`config.mk`:
```
export PLATFORM = sky130hd
export DESIGN_NAME = rib_timer
export DESIGN_NICKNAME = d
export VERILOG_FILES = /design/src/rtl/rib_timer_pkg.sv /design/src/rtl/rib_slave_if.sv /design/src/rtl/rib_timer.sv
export SDC_FILE = /design/constraint.sdc
export NUM_CORES = 1
export LEC_CHECK = 0
export CAP_MARGIN = 20
export CORE_MARGIN = 4
export CORE_UTILIZATION = 42
export DETAILED_ROUTE_END_ITERATION = 7
export PLACE_DENSITY = 0.72
export SYNTH_ARGS = -nofsm -noshare
export SYNTH_HDL_FRONTEND = slang
export SYNTH_SLANG_ARGS = --single-unit
```
`constraint.sdc`:
```
create_clock -name clk -period 3.7 [get_ports clk]
set_input_delay 0.74 -clock clk [delete_from_list [all_inputs] [get_ports clk]]
set_output_delay 0.74 -clock clk [all_outputs]
set_load 0.1 [all_outputs]
```
`src/rtl/rib_timer_pkg.sv`:
```
// Shared tinyriscv constants: RIB handshake levels, interrupt ids,
// timer register offsets, CTRL bit indices and the slave FSM states.
package rib_timer_pkg;

   localparam logic RIB_ACK = 1'b1;
   localparam logic RIB_REQ = 1'b1;

   localparam logic [7:0] INT_TIMER0 = 8'b0000_0001;

   localparam logic [3:0] REG_CTRL  = 4'h0;
   localparam logic [3:0] REG_COUNT = 4'h4;
   localparam logic [3:0] REG_VALUE = 4'h8;

   localparam int CTRL_EN   = 0;
   localparam int CTRL_IE   = 1;
   localparam int CTRL_PEND = 2;

   typedef enum logic {
      RIB_IDLE,
      RIB_RESP
   } rib_state_e;

endpackage

```
`src/rtl/rib_slave_if.sv`:
```
// RIB slave front end: IDLE/RESP FSM, read-data capture, ack pulse.
// Ports: clk, rst, req_i, we_i, rdata (read mux), wr_en, ack_o, data_o.
module rib_slave_if
   import rib_timer_pkg::*;
(
   input  logic        clk,
   input  logic        rst,
   input  logic        req_i,
   input  logic        we_i,
   input  logic [31:0] rdata,
   output logic        wr_en,
   output logic        ack_o,
   output logic [31:0] data_o
);

   rib_state_e  state_q;
   rib_state_e  state_d;
   logic [31:0] rdata_q;
   logic        accept;

   // A request is only taken in IDLE; req_i held in RESP is ignored.
   assign accept = (state_q == RIB_IDLE) && (req_i == RIB_REQ);
   assign wr_en  = accept && we_i;

   always_ff @(posedge clk) begin
      if (rst) begin
         state_q <= RIB_IDLE;
         rdata_q <= '0;
      end else begin
         state_q <= state_d;
         if (accept) begin
            rdata_q <= rdata;
         end
      end
   end

   always_comb begin
      state_d = state_q;
      unique case (state_q)
         RIB_IDLE: begin
            if (accept) begin
               state_d = RIB_RESP;
            end
         end
         RIB_RESP: begin
            state_d = RIB_IDLE;
         end
         default: begin
            state_d = RIB_IDLE;
         end
      endcase
   end

   assign ack_o  = (state_q == RIB_RESP) ? RIB_ACK : ~RIB_ACK;
   assign data_o = (state_q == RIB_RESP) ? rdata_q : '0;

endmodule

```
`src/rtl/rib_timer.sv`:
```
// RIB-attached one-shot timer with prescaler and level interrupt.
// Ports: clk, rst, req_i, we_i, addr_i, data_i, data_o, ack_o, int_sig_o.
module rib_timer
   import rib_timer_pkg::*;
#(
   parameter int unsigned PRESCALE = 1
) (
   input  logic        clk,
   input  logic        rst,
   input  logic        req_i,
   input  logic        we_i,
   input  logic [31:0] addr_i,
   input  logic [31:0] data_i,
   output logic [31:0] data_o,
   output logic        ack_o,
   output logic        int_sig_o
);

   localparam logic [15:0] PRESC_MAX = 16'(PRESCALE - 1);

   logic        en_q;
   logic        ie_q;
   logic        pend_q;
   logic [31:0] count_q;
   logic [31:0] value_q;
   logic [15:0] presc_q;

   logic        wr_en;
   logic        wr_ctrl;
   logic        wr_value;
   logic [3:0]  reg_addr;
   logic [31:0] rdata;
   logic        tick;
   logic        expire;
   logic [32:0] count_inc;
   logic        unused_addr;

   assign reg_addr    = addr_i[3:0];
   assign unused_addr = ^addr_i[31:4];

   rib_slave_if u_slave (
      .clk    (clk),
      .rst    (rst),
      .req_i  (req_i),
      .we_i   (we_i),
      .rdata  (rdata),
      .wr_en  (wr_en),
      .ack_o  (ack_o),
      .data_o (data_o)
   );

   assign wr_ctrl  = wr_en && (reg_addr == REG_CTRL);
   assign wr_value = wr_en && (reg_addr == REG_VALUE);

   // 33-bit increment keeps the compare exact at COUNT = 0xFFFFFFFF.
   assign tick      = en_q && (presc_q == PRESC_MAX);
   assign count_inc = {1'b0, count_q} + 33'd1;
   assign expire    = tick && (count_inc >= {1'b0, value_q});

   always_ff @(posedge clk) begin
      if (rst) begin
         en_q    <= 1'b0;
         ie_q    <= 1'b0;
         pend_q  <= 1'b0;
         count_q <= '0;
         value_q <= '0;
         presc_q <= '0;
      end else begin
         if (!en_q || tick) begin
            presc_q <= '0;
         end else begin
            presc_q <= presc_q + 16'd1;
         end

         if (expire) begin
            count_q <= '0;
         end else if (tick) begin
            count_q <= count_inc[31:0];
         end

         // Expiry overrides a same-cycle CTRL write for EN and PEND.
         if (expire) begin
            en_q <= 1'b0;
         end else if (wr_ctrl) begin
            en_q <= data_i[CTRL_EN];
         end

         if (wr_ctrl) begin
            ie_q <= data_i[CTRL_IE];
         end

         if (expire) begin
            pend_q <= 1'b1;
         end else if (wr_ctrl && data_i[CTRL_PEND]) begin
            pend_q <= 1'b0;
         end

         if (wr_value) begin
            value_q <= data_i;
         end
      end
   end

   always_comb begin
      rdata = '0;
      unique case (1'b1)
         (reg_addr == REG_CTRL):  rdata = {29'b0, pend_q, ie_q, en_q};
         (reg_addr == REG_COUNT): rdata = count_q;
         (reg_addr == REG_VALUE): rdata = value_q;
         default:                 rdata = '0;
      endcase
   end

   assign int_sig_o = pend_q & ie_q;

endmodule

```
==> summary.txt <==
Timing
  – Tmin final: ~3.4 ns
  – Setup TNS Final: 0 ns
  – RSZ-0062 raised after global routing: no
  – Worst Tran Pin Value: roughly 0.98 ns
  – Clk_skew: around 0.007 ns
  – Max Slew Vio Count: 0
  – Period utilization: approximately 92%
  – Slew margin rel.: a little over a third
  – Setup violators final: 0
  – Fmax: ~290 MHz
  – Final count of hold timing violations: 0

Clock tree
  – Clk pin slew, worst setup/hold paths: approximately 0.05 ns
  – Clk_lat worst skew: approximately 0.42 ns
  – Htree depth: 4
  – Root Driver: clkbuf_16
  – Clk sinks: 116
  – Max Buffers Root-to-Sink: 2
  – CTS tree: built
  – # hold bufs at CTS: 0
  – TritonCTS buffer count: 17

GRT
  – Pin count of the biggest net entering global routing: 42
  – GR Overflow Total: 0
  – First-pass GRT wire length: between 20 and 30 mm
  – Total GRT Usage: between 10% and 20%
  – Number of global-route vias before repair: 5480
  – Initial antenna violation count: 0

Yosys
  – Post-Syn Area per Cell: slightly below 8 µm²
  – Seq/Total Area, Yosys: a little over a third
  – EDFF count, synth: 0
  – Yosys warning total: 0
  – Synth Flop Type: dfxtp_1
  – Top cells by area, synth: dfxtp_1 36%, ha_1 6.7%, nor2_1 6.1%
  – Synth Area in XOR/XNOR: between 9 and 10%
  – Yosys reg bits: ~120
  – Mapped Area: about 6500 µm²
  – Synth async-reset ratio: 0%
  – Leading area contributor after synthesis: dfxtp_1
  – Mux share of post-synthesis cell area: 0.8065%
  – Compound-cell area share of the yosys netlist: 11.60%
  – Simple-Gate Fraction of Synth Area: about 29%
  – Area share of fa/ha/maj cells after synthesis: between 6 and 7%
  – Post-synth cell types: about 50
  – Area share of the largest cell type after synthesis: between 30% and 40%
  – Net count after synthesis: 926
  – Main combinational cell family by area after synthesis: simple AND/OR/NAND/NOR gates
  – Post-synthesis cell count: between 800 and 900

Final layout
  – Nets: 981
  – Layout area overhead: 22.18%
  – Most frequent cells in the layout: 116 x dfxtp_1, 105 x nor2_1, 94 x nand2_1
  – Layout cells sized above 1: 12.79%
  – Inserted Diodes: 0
  – Commonest non-fill, non-tap cell in the layout: dfxtp_1
  – Post-route cell area: 7961 µm²
  – FILL cells: ~1500

Floorplan
  – Die span in x: about 130 µm
  – Num ports: ~100
  – Die H: between 100 and 150 µm
  – Core Box Area: about 15000 µm²
  – Row count: between 40 and 50
  – Initial Util: 42.86%
  – Die area: 17570 µm²

Route
  – DRT Pass-1 Iters: 5
  – Drt drc: 0
  – Routed Antenna Nets: 0
  – Vias per Instance: about 5.2
  – WL/cell: ~14 µm
  – Initial drt markers: 332
  – Total wire length: between 15 and 20 mm
  – Via count: 5660

Power and ir drop
  – Comb power frac: 4.5%
  – Sequential cell fraction of total power: roughly two fifths
  – Power per cell area: between 400 and 500 nW/µm²
  – Clk network pwr share: ~56%
  – Sw Share: between 20% and 30%
  – Cell leakage power: 3.010 nW
  – Maximum vdd drop: 0.2922 mV
  – Cell internal pwr: ~0.0025 W
  – Sw power: 0.0006472 W

Setup path
  – Worst setup EP type: flop
  – Worst Path Max Fanout: 8
  – CP Launch Type: flop
  – Worst EP required: approximately 4.0 ns
  – CP arrival: 3.74 ns
  – Kind of critical path: flop to flop

Place
  – Port Buf Inserts: 73
  – Hpwl dp: approximately 11 mm
  – Routability congestion estimate: between 0.8 and 0.9
  – DP Area: between 7000 and 8000 µm²

Hold path
  – HP Class: flop to flop

Run status
  – Status: finished, final reports clean

Job
  – Number of max-cap violations: 0
==> logic make-up (layout without fill, tap and decap cells) <==
logic type                 count (synthesis)  in the layout
and+or+nand+nor                          371            371
xor gates and xnor gates                  73             73
muxes                                      5              5
DFF                                      116            116
AOI/OAI and AO/OA                        126            126
adders and majority gates                 35             35
buffers and inverters                     97            165
==> cells in the mapped netlist, drive strengths merged (10+ instances only) <==
cell type  count
xnor2         34
nor2         107
dfxtp        116
a22oi         30
nand4         18
and2          39
o21ai         10
a21oi         72
inv           40
nor3          52
clkbuf        36
buf           21
nand2         96
ha            35
xor2          39
nand3         30
==> metrics by stage <==
stage | hold WS [ns] | utilization (%) | instances | worst slack [ns] | total power [W]
finish | 0.4702 | 52.37 | 1079 | 0.2952 | 0.003185
global route | 0.4961 | 52.37 | 1079 | 0.03030 | 0.003274
CTS | 0.4739 | 52.30 | 1078 | 0.2560 | 0.003209
detailed placement | 0.4651 | 48.09 | 1046 | 0.2797 | 0.001430
global placement | 0.4571 | 48.09 | 1046 | 0.2947 | 0.001429
floorplan | 0.4377 | - | 823 | 0.6970 | 0.001354
==> power groups by stage <==
stage | registers [W] | logic [W] | clock network (W)
after global routing | 0.00126 | 0.000155 | 0.00186
final | 0.00126 | 0.000143 | 0.00178
after global placement | 0.00129 | 0.000142 | 0
after floorplan | 0.00129 | 0.0000650 | 0
after CTS | 0.00126 | 0.000144 | 0.00180
after detailed placement | 0.00129 | 0.000143 | 0
==> registers in the layout, indices dropped and copies added, names as in the netlist <==
signal           count
u_slave.rdata_q     32
count_q             32
en_q                 1
u_slave.state_q      1
pend_q               1
ie_q                 1
presc_q             16
value_q             32
==> timing repair <==
action | in CTS | in global routing
buffers inserted | 0 | 1
resized for setup | 0 | 1
endpoints found under the setup margin | 0 | 28
==> worst max-delay path, cell delays in order (launching register included) <==
cell and delay [ns]:
dfxtp_1 0.44, ha_1 0.25, and3_1 0.25, and2_1 0.27, nand2_4 0.12, nor2_1 0.16, xor2_1 0.18, ha_1 0.27
nand4_1 0.16, buf_4 0.16, nor2_1 0.04, a22oi_1 0.18, o211ai_1 0.17, o211a_1 0.30, buf_4 0.18, nor3_1 0.18
==> path summary, 6_finish.rpt <==
kind                    start          end  slack, ns  depth (start not counted)
hold / removal    value_q[20]  value_q[20]       0.47                          2
hold reg to reg   value_q[20]  value_q[20]       0.47                          2
setup / recovery   count_q[0]   count_q[1]       0.30                         15
setup reg to reg   count_q[0]   count_q[1]       0.30                         15
==> final cells by class <==
class / instances / area (µm²) / share of cell area, %
clock buffers: 21 / 460.4 / 5.783
clock inverters: 11 / 180.2 / 2.263
inverters: 40 / 150.1 / 1.886
multi-input cells: 610 / 3795 / 47.67
flip-flops and latches: 116 / 2322 / 29.17
well taps: 188 / 235.2 / 2.955
repair buffers: 93 / 818.3 / 10.28
==> routing by layer <==
layer  routed length, µm  global-route usage [%]  up-vias
met5                   0                       0        -
met1                7249                   22.65     2639
met3                 681                   4.791       29
met4                 293                   6.409        0
li1                    -                       -     2891
met2                7311                   30.15      101
No activity file was read; power rests on OpenSTA's default activity.
